### config.mk
export PLATFORM = sky130hd
export DESIGN_NAME = pool_relu
export DESIGN_NICKNAME = d
export VERILOG_FILES = /design/src/rtl/cnn_pkg.sv /design/src/rtl/pool_addr_gen.sv /design/src/rtl/pool_relu.sv
export SDC_FILE = /design/constraint.sdc
export NUM_CORES = 1
export LEC_CHECK = 0
export CAP_MARGIN = 10
export CORE_MARGIN = 2
export CORE_UTILIZATION = 59
export CTS_CLUSTER_SIZE = 28
export DETAILED_ROUTE_END_ITERATION = 6
export PLACE_DENSITY = 0.83
export SLEW_MARGIN = 40
export SYNTH_ARGS = -nofsm -noshare
export SYNTH_HDL_FRONTEND = slang
export SYNTH_HIERARCHICAL = 1
export SYNTH_SLANG_ARGS = --single-unit
### constraint.sdc
create_clock -name clk -period 5.2 [get_ports clk]
set_input_delay 0.52 -clock clk [delete_from_list [all_inputs] [get_ports clk]]
set_output_delay 0.52 -clock clk [all_outputs]
set_load 0.02 [all_outputs]
### src/rtl/cnn_pkg.sv
// cnn_pkg: definitions shared by the CNN pipeline stages.
// Holds the default DRAM word/address widths, the Q16.16 number format
// constants, the DRAM request bundle and the pooling FSM state encoding.
package cnn_pkg;

    localparam int DATA_WIDTH = 32;
    localparam int ADDR_WIDTH = 18;

    // Q16.16 fixed point: 16 fraction bits; zero doubles as the ReLU floor.
    localparam int Q_FRAC = 16;
    localparam logic signed [DATA_WIDTH-1:0] Q_ZERO = '0;

    // One cycle's worth of DRAM port activity driven by a pipeline stage.
    typedef struct packed {
        logic                  rd_en;
        logic                  wr_en;
        logic [ADDR_WIDTH-1:0] rd_addr;
        logic [ADDR_WIDTH-1:0] wr_addr;
        logic [DATA_WIDTH-1:0] wr_data;
    } dram_req_t;

    typedef enum logic [1:0] {
        IDLE = 2'd0,
        RD   = 2'd1,
        WR   = 2'd2,
        DONE = 2'd3
    } pool_state_e;

endpackage

### src/rtl/pool_addr_gen.sv
// pool_addr_gen: window/channel counters and DRAM address arithmetic for
// the 2x2 stride-2 pooling stage.
// Ports:
//   clk, rst          clock and asynchronous active-high reset
//   clear_i           return every counter to the first window of channel 0
//   capture_i         one window element was read, step to the next one
//   nextWin_i         the pooled word was written, step to the next window
//   rdAddr_o          read address of the current window element
//   wrAddr_o          write address of the current pooled word
//   firstK_o          current element is the first of its window
//   lastK_o           current element is the last of its window
//   lastWin_o         current window is the last window of the last channel
module pool_addr_gen #(
    parameter int                    ADDR_WIDTH = 18,
    parameter int                    IFMAP_W    = 28,
    parameter int                    IFMAP_H    = 28,
    parameter int                    NUM_CHNL   = 6,
    parameter logic [ADDR_WIDTH-1:0] IN_BASE    = '0,
    parameter logic [ADDR_WIDTH-1:0] OUT_BASE   = '0
) (
    input  logic                  clk,
    input  logic                  rst,
    input  logic                  clear_i,
    input  logic                  capture_i,
    input  logic                  nextWin_i,
    output logic [ADDR_WIDTH-1:0] rdAddr_o,
    output logic [ADDR_WIDTH-1:0] wrAddr_o,
    output logic                  firstK_o,
    output logic                  lastK_o,
    output logic                  lastWin_o
);

    // Odd map sizes simply drop the trailing column/row via the division.
    localparam logic [ADDR_WIDTH-1:0] LAST_COL  = ADDR_WIDTH'(IFMAP_W / 2 - 1);
    localparam logic [ADDR_WIDTH-1:0] LAST_ROW  = ADDR_WIDTH'(IFMAP_H / 2 - 1);
    localparam logic [ADDR_WIDTH-1:0] LAST_CH   = ADDR_WIDTH'(NUM_CHNL - 1);
    localparam logic [ADDR_WIDTH-1:0] ROW_WORDS = ADDR_WIDTH'(IFMAP_W);
    localparam logic [ADDR_WIDTH-1:0] MAP_WORDS = ADDR_WIDTH'(IFMAP_W * IFMAP_H);

    logic [1:0]            k_q, k_d;
    logic [ADDR_WIDTH-1:0] col_q, col_d;
    logic [ADDR_WIDTH-1:0] row_q, row_d;
    logic [ADDR_WIDTH-1:0] ch_q, ch_d;
    logic [ADDR_WIDTH-1:0] outCnt_q, outCnt_d;
    logic [ADDR_WIDTH-1:0] rowIdx, colIdx;

    always_ff @(posedge clk or posedge rst) begin
        if (rst) begin
            k_q      <= '0;
            col_q    <= '0;
            row_q    <= '0;
            ch_q     <= '0;
            outCnt_q <= '0;
        end else begin
            k_q      <= k_d;
            col_q    <= col_d;
            row_q    <= row_d;
            ch_q     <= ch_d;
            outCnt_q <= outCnt_d;
        end
    end

    // k wraps 3->0 on its own, so after the fourth capture it already points
    // at the first element of the following window. Column runs fastest,
    // then row, then channel.
    always_comb begin
        k_d      = k_q;
        col_d    = col_q;
        row_d    = row_q;
        ch_d     = ch_q;
        outCnt_d = outCnt_q;
        if (clear_i) begin
            k_d      = '0;
            col_d    = '0;
            row_d    = '0;
            ch_d     = '0;
            outCnt_d = '0;
        end else begin
            if (capture_i) begin
                k_d = k_q + 2'd1;
            end
            if (nextWin_i) begin
                outCnt_d = outCnt_q + ADDR_WIDTH'(1);
                if (col_q == LAST_COL) begin
                    col_d = '0;
                    if (row_q == LAST_ROW) begin
                        row_d = '0;
                        ch_d  = (ch_q == LAST_CH) ? '0 : ch_q + ADDR_WIDTH'(1);
                    end else begin
                        row_d = row_q + ADDR_WIDTH'(1);
                    end
                end else begin
                    col_d = col_q + ADDR_WIDTH'(1);
                end
            end
        end
    end

    // k[1] selects the lower row of the window, k[0] the right column.
    always_comb begin
        rowIdx    = (row_q << 1) | ADDR_WIDTH'(k_q[1]);
        colIdx    = (col_q << 1) | ADDR_WIDTH'(k_q[0]);
        rdAddr_o  = IN_BASE + ch_q * MAP_WORDS + rowIdx * ROW_WORDS + colIdx;
        wrAddr_o  = OUT_BASE + outCnt_q;
        firstK_o  = (k_q == 2'd0);
        lastK_o   = (k_q == 2'd3);
        lastWin_o = (col_q == LAST_COL) && (row_q == LAST_ROW) && (ch_q == LAST_CH);
    end

endmodule

### src/rtl/pool_relu.sv
// pool_relu: reads finished conv maps (signed Q16.16) from DRAM, applies
// ReLU and 2x2/stride-2 max pooling, and writes each pooled word back.
// Ports:
//   clk, rst     clock and asynchronous active-high reset
//   enable       level; high runs the stage, low aborts or idles it
//   dram_valid   data_in carries the requested read word this cycle
//   data_in      DRAM read data
//   data_out     pooled word, valid while dram_en_wr is high
//   addr_in      DRAM read address
//   addr_out     DRAM write address
//   dram_en_rd   read request
//   dram_en_wr   write strobe, one cycle per pooled word
//   done         every channel has been written; held while enable stays high
module pool_relu #(
    parameter int                    DATA_WIDTH = cnn_pkg::DATA_WIDTH,
    parameter int                    ADDR_WIDTH = cnn_pkg::ADDR_WIDTH,
    parameter int                    IFMAP_W    = 28,
    parameter int                    IFMAP_H    = 28,
    parameter int                    NUM_CHNL   = 6,
    parameter logic [ADDR_WIDTH-1:0] IN_BASE    = '0,
    parameter logic [ADDR_WIDTH-1:0] OUT_BASE   = ADDR_WIDTH'(4704)
) (
    input  logic                  clk,
    input  logic                  rst,
    input  logic                  enable,
    input  logic                  dram_valid,
    input  logic [DATA_WIDTH-1:0] data_in,
    output logic [DATA_WIDTH-1:0] data_out,
    output logic [ADDR_WIDTH-1:0] addr_in,
    output logic [ADDR_WIDTH-1:0] addr_out,
    output logic                  dram_en_rd,
    output logic                  dram_en_wr,
    output logic                  done
);

    import cnn_pkg::*;

    pool_state_e                  state_q, state_d;
    logic signed [DATA_WIDTH-1:0] max_q, max_d;
    logic signed [DATA_WIDTH-1:0] maxBase;
    logic                         clearCnt, captureK, nextWin;
    logic [ADDR_WIDTH-1:0]        rdAddr, wrAddr;
    logic                         firstK, lastK, lastWin;
    dram_req_t                    req;

    pool_addr_gen #(
        .ADDR_WIDTH (ADDR_WIDTH),
        .IFMAP_W    (IFMAP_W),
        .IFMAP_H    (IFMAP_H),
        .NUM_CHNL   (NUM_CHNL),
        .IN_BASE    (IN_BASE),
        .OUT_BASE   (OUT_BASE)
    ) addrGen (
        .clk       (clk),
        .rst       (rst),
        .clear_i   (clearCnt),
        .capture_i (captureK),
        .nextWin_i (nextWin),
        .rdAddr_o  (rdAddr),
        .wrAddr_o  (wrAddr),
        .firstK_o  (firstK),
        .lastK_o   (lastK),
        .lastWin_o (lastWin)
    );

    always_ff @(posedge clk or posedge rst) begin
        if (rst) begin
            state_q <= IDLE;
            max_q   <= Q_ZERO;
        end else begin
            state_q <= state_d;
            max_q   <= max_d;
        end
    end

    // The first element of every window is compared against zero rather
    // than the stale maximum, which fuses ReLU into the pooling.
    always_comb begin
        state_d  = state_q;
        max_d    = max_q;
        clearCnt = 1'b0;
        captureK = 1'b0;
        nextWin  = 1'b0;
        maxBase  = firstK ? Q_ZERO : max_q;
        case (state_q)
            IDLE: begin
                clearCnt = 1'b1;
                max_d    = Q_ZERO;
                if (enable) begin
                    state_d = RD;
                end
            end
            RD: begin
                if (!enable) begin
                    state_d  = IDLE;
                    clearCnt = 1'b1;
                    max_d    = Q_ZERO;
                end else if (dram_valid) begin
                    captureK = 1'b1;
                    max_d    = ($signed(data_in) > maxBase) ? $signed(data_in) : maxBase;
                    if (lastK) begin
                        state_d = WR;
                    end
                end
            end
            WR: begin
                if (!enable) begin
                    state_d  = IDLE;
                    clearCnt = 1'b1;
                    max_d    = Q_ZERO;
                end else begin
                    nextWin = 1'b1;
                    state_d = lastWin ? DONE : RD;
                end
            end
            DONE: begin
                if (!enable) begin
                    state_d = IDLE;
                end
            end
            default: begin
                state_d = IDLE;
            end
        endcase
    end

    // Outputs decode straight from the state register so an async reset
    // silences the port immediately. The write is gated by enable so an
    // abort during WR never reaches DRAM.
    always_comb begin
        req = '0;
        if (state_q == RD) begin
            req.rd_en   = 1'b1;
            req.rd_addr = rdAddr;
        end
        if (state_q == WR && enable) begin
            req.wr_en   = 1'b1;
            req.wr_addr = wrAddr;
            req.wr_data = max_q;
        end
    end

    assign dram_en_rd = req.rd_en;
    assign dram_en_wr = req.wr_en;
    assign addr_in    = req.rd_addr;
    assign addr_out   = req.wr_addr;
    assign data_out   = req.wr_data;
    assign done       = (state_q == DONE);

endmodule

==> results.sh <==
export IMPL_outcome="finished, violations left"
export IMPL_violations="negative setup slack"
export IMPL_cts_tree="yes"
export IMPL_synth_seq_area_share_pct=25.5
export IMPL_grt_pass1_wl_um=45000
export IMPL_final_cells=1617
export IMPL_grt_setup_unrepaired="yes"
export IMPL_die_y_um=138
export IMPL_synth_top_area_share_pct=25.5
export IMPL_clock_sinks=108
export IMPL_cp_startpoint="addrGen/row_q[0]$_DFFE_PP0P_"
export IMPL_finish_utilization_pct=72.9
export IMPL_finalPower_mw=3.70
export IMPL_path_buf_inv=3
export IMPL_path_clk_slew_ns=0.08
export IMPL_worstSetupEndpoint="addr_in[16]"
export IMPL_yosysUniqueCellTypes=71
export IMPL_ys_ff_latch=108
export IMPL_worst_slew_pin_slew_ns=0.851
export IMPL_cts_root_buf="clkbuf_16"
export IMPL_boundaryPins=107
export IMPL_grt_overflow_total=0
export IMPL_placed_cells=1591
export IMPL_synth_top_area_cell="dfrtp_1"
export IMPL_critPathKind="reg -> out"
export IMPL_multi_input_area_um2=7380
export IMPL_rr_startpoint="addrGen/k_q[1]$_DFFE_PP0P_"
export IMPL_drive_above_1_share_pct=14.0
export IMPL_dr_first_iter_drc_count=826
export IMPL_num_vias=9788
export IMPL_synth_area_um2=10600
export IMPL_die_x_um=138
export IMPL_ys_flop_type="dfrtp_1"
export IMPL_synth_cells=1242
export IMPL_placementRows=49
export IMPL_max_stage_delay_ns=0.52
export IMPL_cap_violations=0
export IMPL_r2r_end="max_q[24]$_DFFE_PP0P_"
export IMPL_ff_latch_area_um2=2710
export IMPL_p_per_area_nw_per_um2=285
export IMPL_numCtsBuffers=9
export IMPL_cts_buffer_depth=2
export IMPL_portBuffers=106
export IMPL_synth_area_top_cells="dfrtp_1 25%, ha_1 15%, fa_1 6.8%"
export IMPL_critPathSlowestCell="fa_1"
export IMPL_setup_tns_ns=-1.46
export IMPL_cpLargestDelayFamily="adder cells"
export IMPL_wirelength_um=28600
export IMPL_crit_chain="fa_1 -> ha_2 -> inv_2 -> fa_2 -> nor2b_1 -> o21a_1 -> o21ai_2 -> nand2b_1 -> a21oi_2 -> xor2_1 -> fa_1 -> inv_2 -> ha_4 -> a21o_1 -> a21o_1 -> a41o_1 -> o31a_1 -> o211ai_1 -> and2_1 -> buf_6"
export IMPL_antenna_left=0
export IMPL_period_share_pct=106
export IMPL_final_hold_viol_count=0
export IMPL_leakage_nw=6.33
export IMPL_relSlewSlack_pct=43.3
export IMPL_critical_path_max_fanout=3
export IMPL_antenna_cells=0
export IMPL_fin_skew_ns=0.0160
export IMPL_synth_edf_count=0
export IMPL_syn_to_final_growth_pct=22.2
export IMPL_ys_warnings_count=6
export IMPL_synth_area_per_cell_um2=8.54
export IMPL_avgRoutedWirePerCell_um=17.7
export IMPL_async_reset_ff_share_pct=100
export IMPL_firstDrtPassIters=5
export IMPL_final_max_slew_viol_count=0
export IMPL_min_path_type="reg -> reg"
export IMPL_grt_usage_pct=28.1
export IMPL_n_fill_cell=1288
export IMPL_grt_pass1_vias=9331
export IMPL_setup_violations=6
export IMPL_peakVddDrop_mv=0.254
export IMPL_fmax_mhz=181
export IMPL_gp_congestion=0.891
export IMPL_nets=1578
export IMPL_core_area_um2=17800
export IMPL_cp_depth=20
export IMPL_start_util_pct=59.7
export IMPL_end_kind="primary output"
export IMPL_clkLatencyLatePin_ns=0.37
export IMPL_arrival_ns=5.02
export IMPL_worst_ep_required_time_ns=4.68
export IMPL_grt_max_degree=54
export IMPL_vias_per_cell=6.05
export IMPL_dieArea_um2=19100
export IMPL_yosys_top_cells_count="135 x inv_1, 123 x ha_1, 108 x dfrtp_1, 91 x and3_1, 87 x nor2_1"
export IMPL_drcViolationCount=0
export IMPL_worst_r2r_cell_count=14
export IMPL_synth_most_common_cell="inv_1"
export IMPL_synthesis_nets=1437
export IMPL_cts_htree_levels=3
export IMPL_antenna_found_initial=0
export IMPL_finalCriticalPeriod_ns=5.54
export IMPL_hpwl_um=19600
export IMPL_setup_ws_ns=-0.335
export IMPL_crit_path_start_kind="flip-flop"
export IMPL_rrSetupSlack_ns=1.28
-- placed cells by master (no fill, tap or decap), types with 8 or more instances in the layout --
cell / count
nor2_1: 86
inv_1: 130
ha_1: 111
clkdlybuf4s50_1: 95
and3_1: 91
ha_4: 8
a21o_1: 10
fa_1: 33
o21a_1: 8
nand2_1: 82
nand2b_1: 35
o211ai_2: 10
a21oi_1: 42
dfrtp_1: 105
xnor2_1: 58
nor3_1: 14
and2_1: 21
o21ai_0: 36
nand3_1: 25
buf_6: 11
o211ai_1: 22
buf_4: 84
nor4_1: 13
or3_1: 18
nand4_1: 57
clkbuf_16: 9
xor2_1: 28
-- worst min-delay path by stage --
stage	from	endpoint	slack (ns)	cells after the start
finish	addrGen/col_q[17]$_DFFE_PP0P_	addrGen/col_q[17]$_DFFE_PP0P_	0.52	1
global route	addrGen/col_q[17]$_DFFE_PP0P_	addrGen/col_q[17]$_DFFE_PP0P_	0.52	1
CTS	addrGen/col_q[17]$_DFFE_PP0P_	addrGen/col_q[17]$_DFFE_PP0P_	0.50	1
detailed placement	addrGen/col_q[17]$_DFFE_PP0P_	addrGen/col_q[17]$_DFFE_PP0P_	0.48	1
global placement	addrGen/col_q[17]$_DFFE_PP0P_	addrGen/col_q[17]$_DFFE_PP0P_	0.46	1
floorplan	addrGen/col_q[17]$_DFFE_PP0P_	addrGen/col_q[17]$_DFFE_PP0P_	0.44	1
-- per-stage QoR --
step	cell area (µm²)	worst slack, ns	hold WS (ns)
floorplan	10600	0.309	0.437
finish	13000	-0.335	0.518
detailed placement	12200	-0.466	0.476
global route	13000	-0.515	0.516
global placement	12200	-0.363	0.463
CTS	12700	-0.281	0.495
-- worst register-to-register path: cells and delay by family, from the launching register on --
kind                     cells  cell delay, ns
AND/OR/NAND/NOR              5            1.20
AO/OA/AOI/OAI                3            0.76
buffers and inverters        4            0.84
adder cells (fa/ha/maj)      2            0.63
flip-flops                   1            0.39
-- layout make-up --
type	instances	share of cell area [%]
multi-input combinational	933	56.9
sequential	108	20.9
timing repair buffer	196	13.6
inverter	135	3.91
tap	229	2.21
clock buffer	9	1.74
clock inverter	7	0.724
-- state kept, by name, summed over array words and instances (netlist names) --
| name | flops |
|---|---|
| max_q | 32 |
| addrGen/ch_q | 18 |
| addrGen/col_q | 18 |
| addrGen/outCnt_q | 18 |
| addrGen/row_q | 18 |
| addrGen/k_q | 2 |
| state_q | 2 |
-- where the power goes --
| part | internal, mW | switching [mW] | total [mW] | leakage (nW) |
|---|---|---|---|---|
| sequential | 0.903 | 0.0721 | 0.975 | 1.49 |
| clock | 0.348 | 0.381 | 0.729 | 0.153 |
| combinational | 0.795 | 1.20 | 2.00 | 4.68 |
-- what timing repair did --
item / in CTS / in global routing
setup endpoints to repair: 8 / 8
setup buffers: 3 / 8
resized for setup: 47 / 66
hold buffers: 0 / 0
pin swaps: 16 / 51
-- routing by layer --
| layer | up-vias | GRT usage (%) | routed length, µm |
|---|---|---|---|
| li1 | 4567 | - | - |
| met3 | 68 | 4.30 | 1560 |
| met2 | 369 | 46.9 | 14200 |
| met5 | - | 0 | 0 |
| met4 | 0 | 9.02 | 742 |
| met1 | 4784 | 38.0 | 12100 |
-- logic make-up (layout without fill, tap and decap cells) --
group | count (synthesis) | in the layout | share of synthesized area, %
adder cells (fa/ha/maj) | 159 | 159 | 21.3
flip-flops | 108 | 108 | 25.5
XOR/XNOR | 91 | 91 | 7.64
AO/OA/AOI/OAI | 189 | 189 | 12.1
AND/OR/NAND/NOR | 487 | 487 | 25.0
buffers and inverters | 201 | 347 | 7.85
multiplexers | 7 | 7 | 0.707
Power figures use the tool's default switching activity.
